`src/rtl/if_fetch_unit.sv`:
```
`default_nettype none
// ============================================================================
//  Module   : if_fetch_unit
//  Brief    : Instruction-fetch front end. Owns the PC, drives the word
//             address into a combinational instruction memory and registers
//             the returned word into the IF/ID pipeline register. Handles
//             hazard freeze, EXE branch redirect and IF/ID flush, and counts
//             instructions accepted into IF/ID.
//  Revision : 1.0  initial release
// ============================================================================
module if_fetch_unit #(
  parameter logic [31:0] RESET_PC = 32'd0,
  parameter logic [31:0] PC_STEP  = 32'd4
) (
  input  logic        clk,
  input  logic        rst,
  input  logic        freeze,
  input  logic        branch_taken,
  input  logic [31:0] branch_addr,
  input  logic        flush,
  output logic [31:0] imem_addr,
  input  logic [31:0] imem_inst,
  output logic [31:0] id_pc,
  output logic [31:0] id_inst,
  output logic        id_valid,
  output logic [31:0] fetch_count
);

  localparam logic [31:0] WORD_MASK = 32'hFFFF_FFFC;

  logic [31:0] pc_reg;
  logic [31:0] pc_plus;
  logic [31:0] branch_target;
  logic        id_squash;
  logic        id_load;

  // Sequential address wraps modulo 2^32 by the natural adder width.
  assign pc_plus       = pc_reg + PC_STEP;
  // Misaligned targets are silently truncated to a word boundary.
  assign branch_target = branch_addr & WORD_MASK;
  assign imem_addr     = pc_reg & WORD_MASK;

  // A branch squashes the wrong-path word exactly like an explicit flush.
  assign id_squash = branch_taken | flush;
  // IF/ID accepts a real instruction only when neither squashed nor frozen.
  assign id_load   = ~id_squash & ~freeze;

  // PC register: branch redirect beats freeze, otherwise step sequentially.
  always_ff @(posedge clk or posedge rst) begin
    if (rst) begin
      pc_reg <= RESET_PC;
    end else if (branch_taken) begin
      pc_reg <= branch_target;
    end else if (!freeze) begin
      pc_reg <= pc_plus;
    end
  end

  // IF/ID register: squash inserts the canonical all-zero bubble.
  always_ff @(posedge clk or posedge rst) begin
    if (rst) begin
      id_pc    <= 32'd0;
      id_inst  <= 32'd0;
      id_valid <= 1'b0;
    end else if (id_squash) begin
      id_pc    <= 32'd0;
      id_inst  <= 32'd0;
      id_valid <= 1'b0;
    end else if (!freeze) begin
      id_pc    <= pc_plus;
      id_inst  <= imem_inst;
      id_valid <= 1'b1;
    end
  end

  // Retired-fetch counter: bumps only when a real instruction enters IF/ID.
  always_ff @(posedge clk or posedge rst) begin
    if (rst) begin
      fetch_count <= 32'd0;
    end else if (id_load) begin
      fetch_count <= fetch_count + 32'd1;
    end
  end

endmodule
`default_nettype wire
```
`config.mk`:
```
export PLATFORM = sky130hd
export DESIGN_NAME = if_fetch_unit
export DESIGN_NICKNAME = d
export VERILOG_FILES = /design/src/rtl/if_fetch_unit.sv
export SDC_FILE = /design/constraint.sdc
export NUM_CORES = 1
export LEC_CHECK = 0
export CORE_MARGIN = 8
export CORE_UTILIZATION = 23
export DETAILED_ROUTE_END_ITERATION = 6
export RECOVER_POWER = 50
export SETUP_SLACK_MARGIN = 0.4
export SLEW_MARGIN = 10
export SYNTH_ARGS = -nofsm -noshare
export SYNTH_HDL_FRONTEND = slang
export SYNTH_SLANG_ARGS = --single-unit
```
`constraint.sdc`:
```
create_clock -name clk -period 5.35 [get_ports clk]
set_input_delay 0.8025 -clock clk [delete_from_list [all_inputs] [get_ports clk]]
set_output_delay 0.8025 -clock clk [all_outputs]
set_load 0.01 [all_outputs]
```
# ---- Word-level counts from Yosys, hierarchy flattened
# Index checks and enable logic that the tools add are counted.
dict set report totals {
  ff_bits 129
  inputBits 69
  out_inout_bits 129
  word_cells 20
}
dict set report op_classes {
  n_addsub 2
  eq_ne 2
  muxes 7
  n_bitwise 4
}
# operator n
set op_table {}
lappend op_table {{32-bit 2-to-1 mux} 5}
lappend op_table {{32-bit by 1-bit adder with 32-bit output (second input constant)} 1}
lappend op_table {{32-bit by 3-bit adder with 32-bit output (second input constant)} 1}
lappend op_table {{2-bit by 1-bit != test with 1-bit output (second input constant)} 2}
lappend op_table {{1-bit 2-to-1 mux} 2}
lappend op_table {{1-bit inverter} 2}
lappend op_table {{1-bit AND} 1}
lappend op_table {{1-bit bitwise OR} 1}

# ---- Logic depth before layout (Yosys ltp)
dict set report depth {
  ltp_word 3
  depth_mapped 7
  ltp_nobuf 6
}

# ---- Worst setup path before layout
# No wires, ideal clock.
dict set report synth_path {
  path_kind {input port to flip-flop}
  from {input branch_taken}
  to {register fetch_count[27]}
  setup_ns 0.079
  t_arrival_ns 2.258
  t_required_ns 5.271
  slack_ns 3.013
  path_stages 7
  n_path_buf 2
  cell_sequence {buf_6 or2_0 buf_6 nor4b_4 nand4_4 nor4_2 xor2_1}
}
dict set report synth_between {
  elab_chain_cells 3
}
# item line
set synth_rtl {}
lappend synth_rtl {{start, declared} 18} ;# input logic branch_taken,
lappend synth_rtl {{1-bit bitwise OR} 44} ;# assign id_squash = branch_taken | flush;
lappend synth_rtl {{1-bit inverter} 46} ;# assign id_load = ~id_squash & ~freeze;
lappend synth_rtl {{1-bit AND} 46}
lappend synth_rtl {{end signal, assigned} 81} ;# fetch_count <= fetch_count + 32'd1;
lappend synth_rtl {{end, declared} 26} ;# output logic [31:0] fetch_count
# No other way between the ends.
# A chain may end at the register's enable or synchronous reset.

# ---- Final worst setup path
dict set report layout_path {
  from {input branch_taken}
  to {register fetch_count[25]}
}
# Same word-level chain as after synthesis.

==> key figures <==
Pwr
  • Worst VDD drop: 0.1433 mV
  • Net Sw Frac: 0.2747
  • Sequential fraction of design power: 0.403
  • Clock Power Share: 0.456
  • Design Power: 2.681 mW
  • Gate power share: 0.141
  • Power Density: 303.3 mW/mm^2
  • Net switching power: roughly 0.74 mW
  • Pleak: 3.794 nW
  • Pint: 1.944 mW

GRT
  • Global-route wire length before repair: 29.68 mm
  • Largest net degree at the start of global routing: 94
  • Met1 GRT Util: 0.1604
  • Gr busiest metal: met2
  • Met3 GRT Util: 0.02843
  • GRT Overall Usage: 0.1209
  • Met2 GRT Util: 0.1884
  • GR Overflow Total: 0
  • Vias in the first global route: 4851
  • Antenna violations before repair: 0

Hold path
  • Hold path start: fetch_count[31]
  • Hold Path End: fetch_count[31]
  • Worst hold-check path type: reg2reg
  • Worst hold stages: 1

Clock tree
  • Max clock buf depth: 2
  • Clk pin slew, worst setup/hold paths: approximately 70 ps
  • Clock Latency Late Sink: 420 ps
  • Cts hold-fix bufs: 0
  • Clock H-tree levels: 4
  • Post_cts resized: 0
  • Root buf cell: clkbuf_16
  • CTS Sinks: 125
  • Postcts setup bufs: 0
  • CTS tree: built
  • Inserted Clock Buffers: 17

Cells and area
  • Area delta synth->final: 44.90%
  • Top flop regs: fetch_count x32, id_inst x32
  • Total Nets Final: 844
  • Final std cells w/o fill: 1121
  • Fraction of layout cells with a size suffix above 1: 0.06870
  • Final-layout fill cell count: around 2700
  • Most frequent cells in the layout: clkdlybuf4s50_1, dfrtp_1, nor2_1
  • Commonest non-fill, non-tap cell in the layout: clkdlybuf4s50_1
  • Antenna Diode Count: 0

Route
  • Vias/cell: 4.396
  • DRT iter0 DRCs: 302
  • Wirelength per Cell: 17.34 um
  • Pre-Repair DR Iteration Count: 6
  • Via count: 4928
  • WL final: 19.44 mm
  • Final routed DRC violation total: 0
  • Remaining antenna violation count: 0

STA
  • Final slew viol count: 97
  • Crit share post-route: 0.7214
  • Crit path time final: 3859 ps
  • Max-slew headroom: -0.6219
  • RSZ-0062 raised after global routing: no
  • Clk_skew: 9.085 ps
  • Final hold vios: 0
  • Setup Viol. Count Final: 0
  • Least-Margin Pin Slew: 2433 ps
  • Fmax: 259.1 MHz
  • Setup_tns: 0 ps
  • Hold_ws: 469.8 ps

Floorplan
  • Initial Util: 0.2341
  • Die Span X: approximately 180 um
  • # IOs: 198
  • Die footprint: 0.03199 sq mm
  • Chip height: around 180 um
  • # rows: 59
  • Core footprint: about 0.026 sq mm

Worst setup path
  • Worst Reg-to-Reg Cells: 5
  • WP data arrival: 4150 ps
  • Worst path bufs/invs: 1
  • Crit. End Element: flop
  • Reg2reg setup slack: 2870 ps
  • Peak per-stage delay on the critical path: 1680 ps
  • CP max-delay cell: clkbuf_1
  • Crit Path Class: in2reg
  • CP required: 5650 ps
  • Critical-path cell list: clkbuf_1, or2_2, nor4b_4, nand4_4, nor3_1, xor2_1
  • Setup crit start kind: input port
  • CP top delay family: buffers and inverters
  • CP max FO: 62
  • R2R Path End: pc_reg[31]
  • Worst r2r src: pc_reg[18]

Synthesis
  • Post-synth top flop: dfrtp_1
  • Netlist cell types: 45
  • Mean Syn Cell Area: 10.15 sq um
  • Flops & latches, synth: about 130
  • Seq/Total Area, Yosys: 0.5128
  • Async SR Flop Fraction: 1.000
  • Cells after synthesis: 601
  • Number of synthesized flops with an enable pin: 0
  • Post-Synthesis Cell Area: 0.006100 sq mm
  • Synth Warn #: 0

Placement
  • IO Port Bufs: 191
  • Final RePlAce weighted congestion: 0.7967
  • Placed Cells: 1089
  • DP HPWL: 13.98 mm

Outcome
  • Failing checks: capacitance limit, slew limit
  • Status: complete, but fails checks

Job
  • Max_cap viols: 2
synth_stat cells (2+ instances only):
cell type | instances | area share
dfrtp_1 | 125 | 0.51
nor2_1 | 66 | 0.041
nand2_1 | 52 | 0.032
xnor2_1 | 52 | 0.075
o21ai_0 | 48 | 0.039
mux2i_1 | 36 | 0.059
xor2_1 | 35 | 0.050
a21oi_1 | 25 | 0.021
clkbuf_1 | 25 | 0.015
nand3_1 | 17 | 0.014
nand4_1 | 17 | 0.017
nor3_1 | 14 | 0.011
nor4_1 | 9 | 0.0092
inv_1 | 8 | 0.0049
buf_2 | 7 | 0.0057
nor2b_1 | 7 | 0.0072
nor4_2 | 5 | 0.010
and3_1 | 4 | 0.0041
buf_4 | 4 | 0.0049
buf_6 | 4 | 0.0074
and4_1 | 3 | 0.0043
clkbuf_2 | 3 | 0.0025
nand4_2 | 3 | 0.0062
o21ai_1 | 3 | 0.0025
or2_2 | 3 | 0.0031
or3_1 | 3 | 0.0031
buf_1 | 2 | 0.0012
ha_1 | 2 | 0.0041
nor3_2 | 2 | 0.0033
o21a_1 | 2 | 0.0025
metal layers:
metal	routed length [um]	vias to the layer above
met1	8734	2410
met3	932	17
met4	372	0
li1	-	2383
met2	9400	118
met5	0	-
worst max-delay path by stage:
stage / from / end / slack (ps) / cells after the start
detailed placement: branch_taken / fetch_count[31] / 1800 / 6
global route: branch_taken / fetch_count[29] / 1070 / 6
global placement: branch_taken / fetch_count[31] / 1870 / 6
floorplan: rst / fetch_count[0] / 1220 / 1
finish: branch_taken / fetch_count[25] / 1490 / 6
CTS: branch_taken / fetch_count[31] / 2250 / 6
power by group through the flow:
stage	combinational [mW]	clock, mW	sequential, mW
finish	0.377	1.22	1.08
global route	0.416	1.30	1.09
CTS	0.393	1.26	1.08
detailed placement	0.391	0	1.10
global placement	0.390	0	1.10
floorplan	0.174	0	1.09
final cells by class:
cell class | count | area, sq um | share of cell area
Clock buffer | 18 | 429.2 | 0.04856
Clock inverter | 14 | 181.4 | 0.02053
Inverter | 8 | 35.03 | 0.003964
Multi-Input combinational cell | 426 | 2720 | 0.3078
Sequential cell | 125 | 3128 | 0.3539
Tap cell | 335 | 419.2 | 0.04742
Timing Repair Buffer | 195 | 1926 | 0.2179
cell families after synthesis:
kind of cell / after synthesis / synth area share
and+or+nand+nor: 216 / 0.1871
muxes: 37 / 0.06092
adders and majority gates: 2 / 0.004102
other: 1 / 0.0006148
buffers and inverters: 53 / 0.04205
AOI/OAI and AO/OA: 80 / 0.06749
xor gates and xnor gates: 87 / 0.1249
DFF: 125 / 0.5128
metrics by stage:
| step | instance area, sq um | util | setup WS [ps] |
|---|---|---|---|
| floorplan | 6111 | - | 1220 |
| global placement | 8243 | 0.3163 | 1866 |
| detailed placement | 8243 | 0.3163 | 1802 |
| CTS | 8853 | 0.3398 | 2251 |
| global route | 8838 | 0.3392 | 1070 |
| finish | 8838 | 0.3392 | 1491 |
Note: power is estimated with default switching activity, not from simulation.
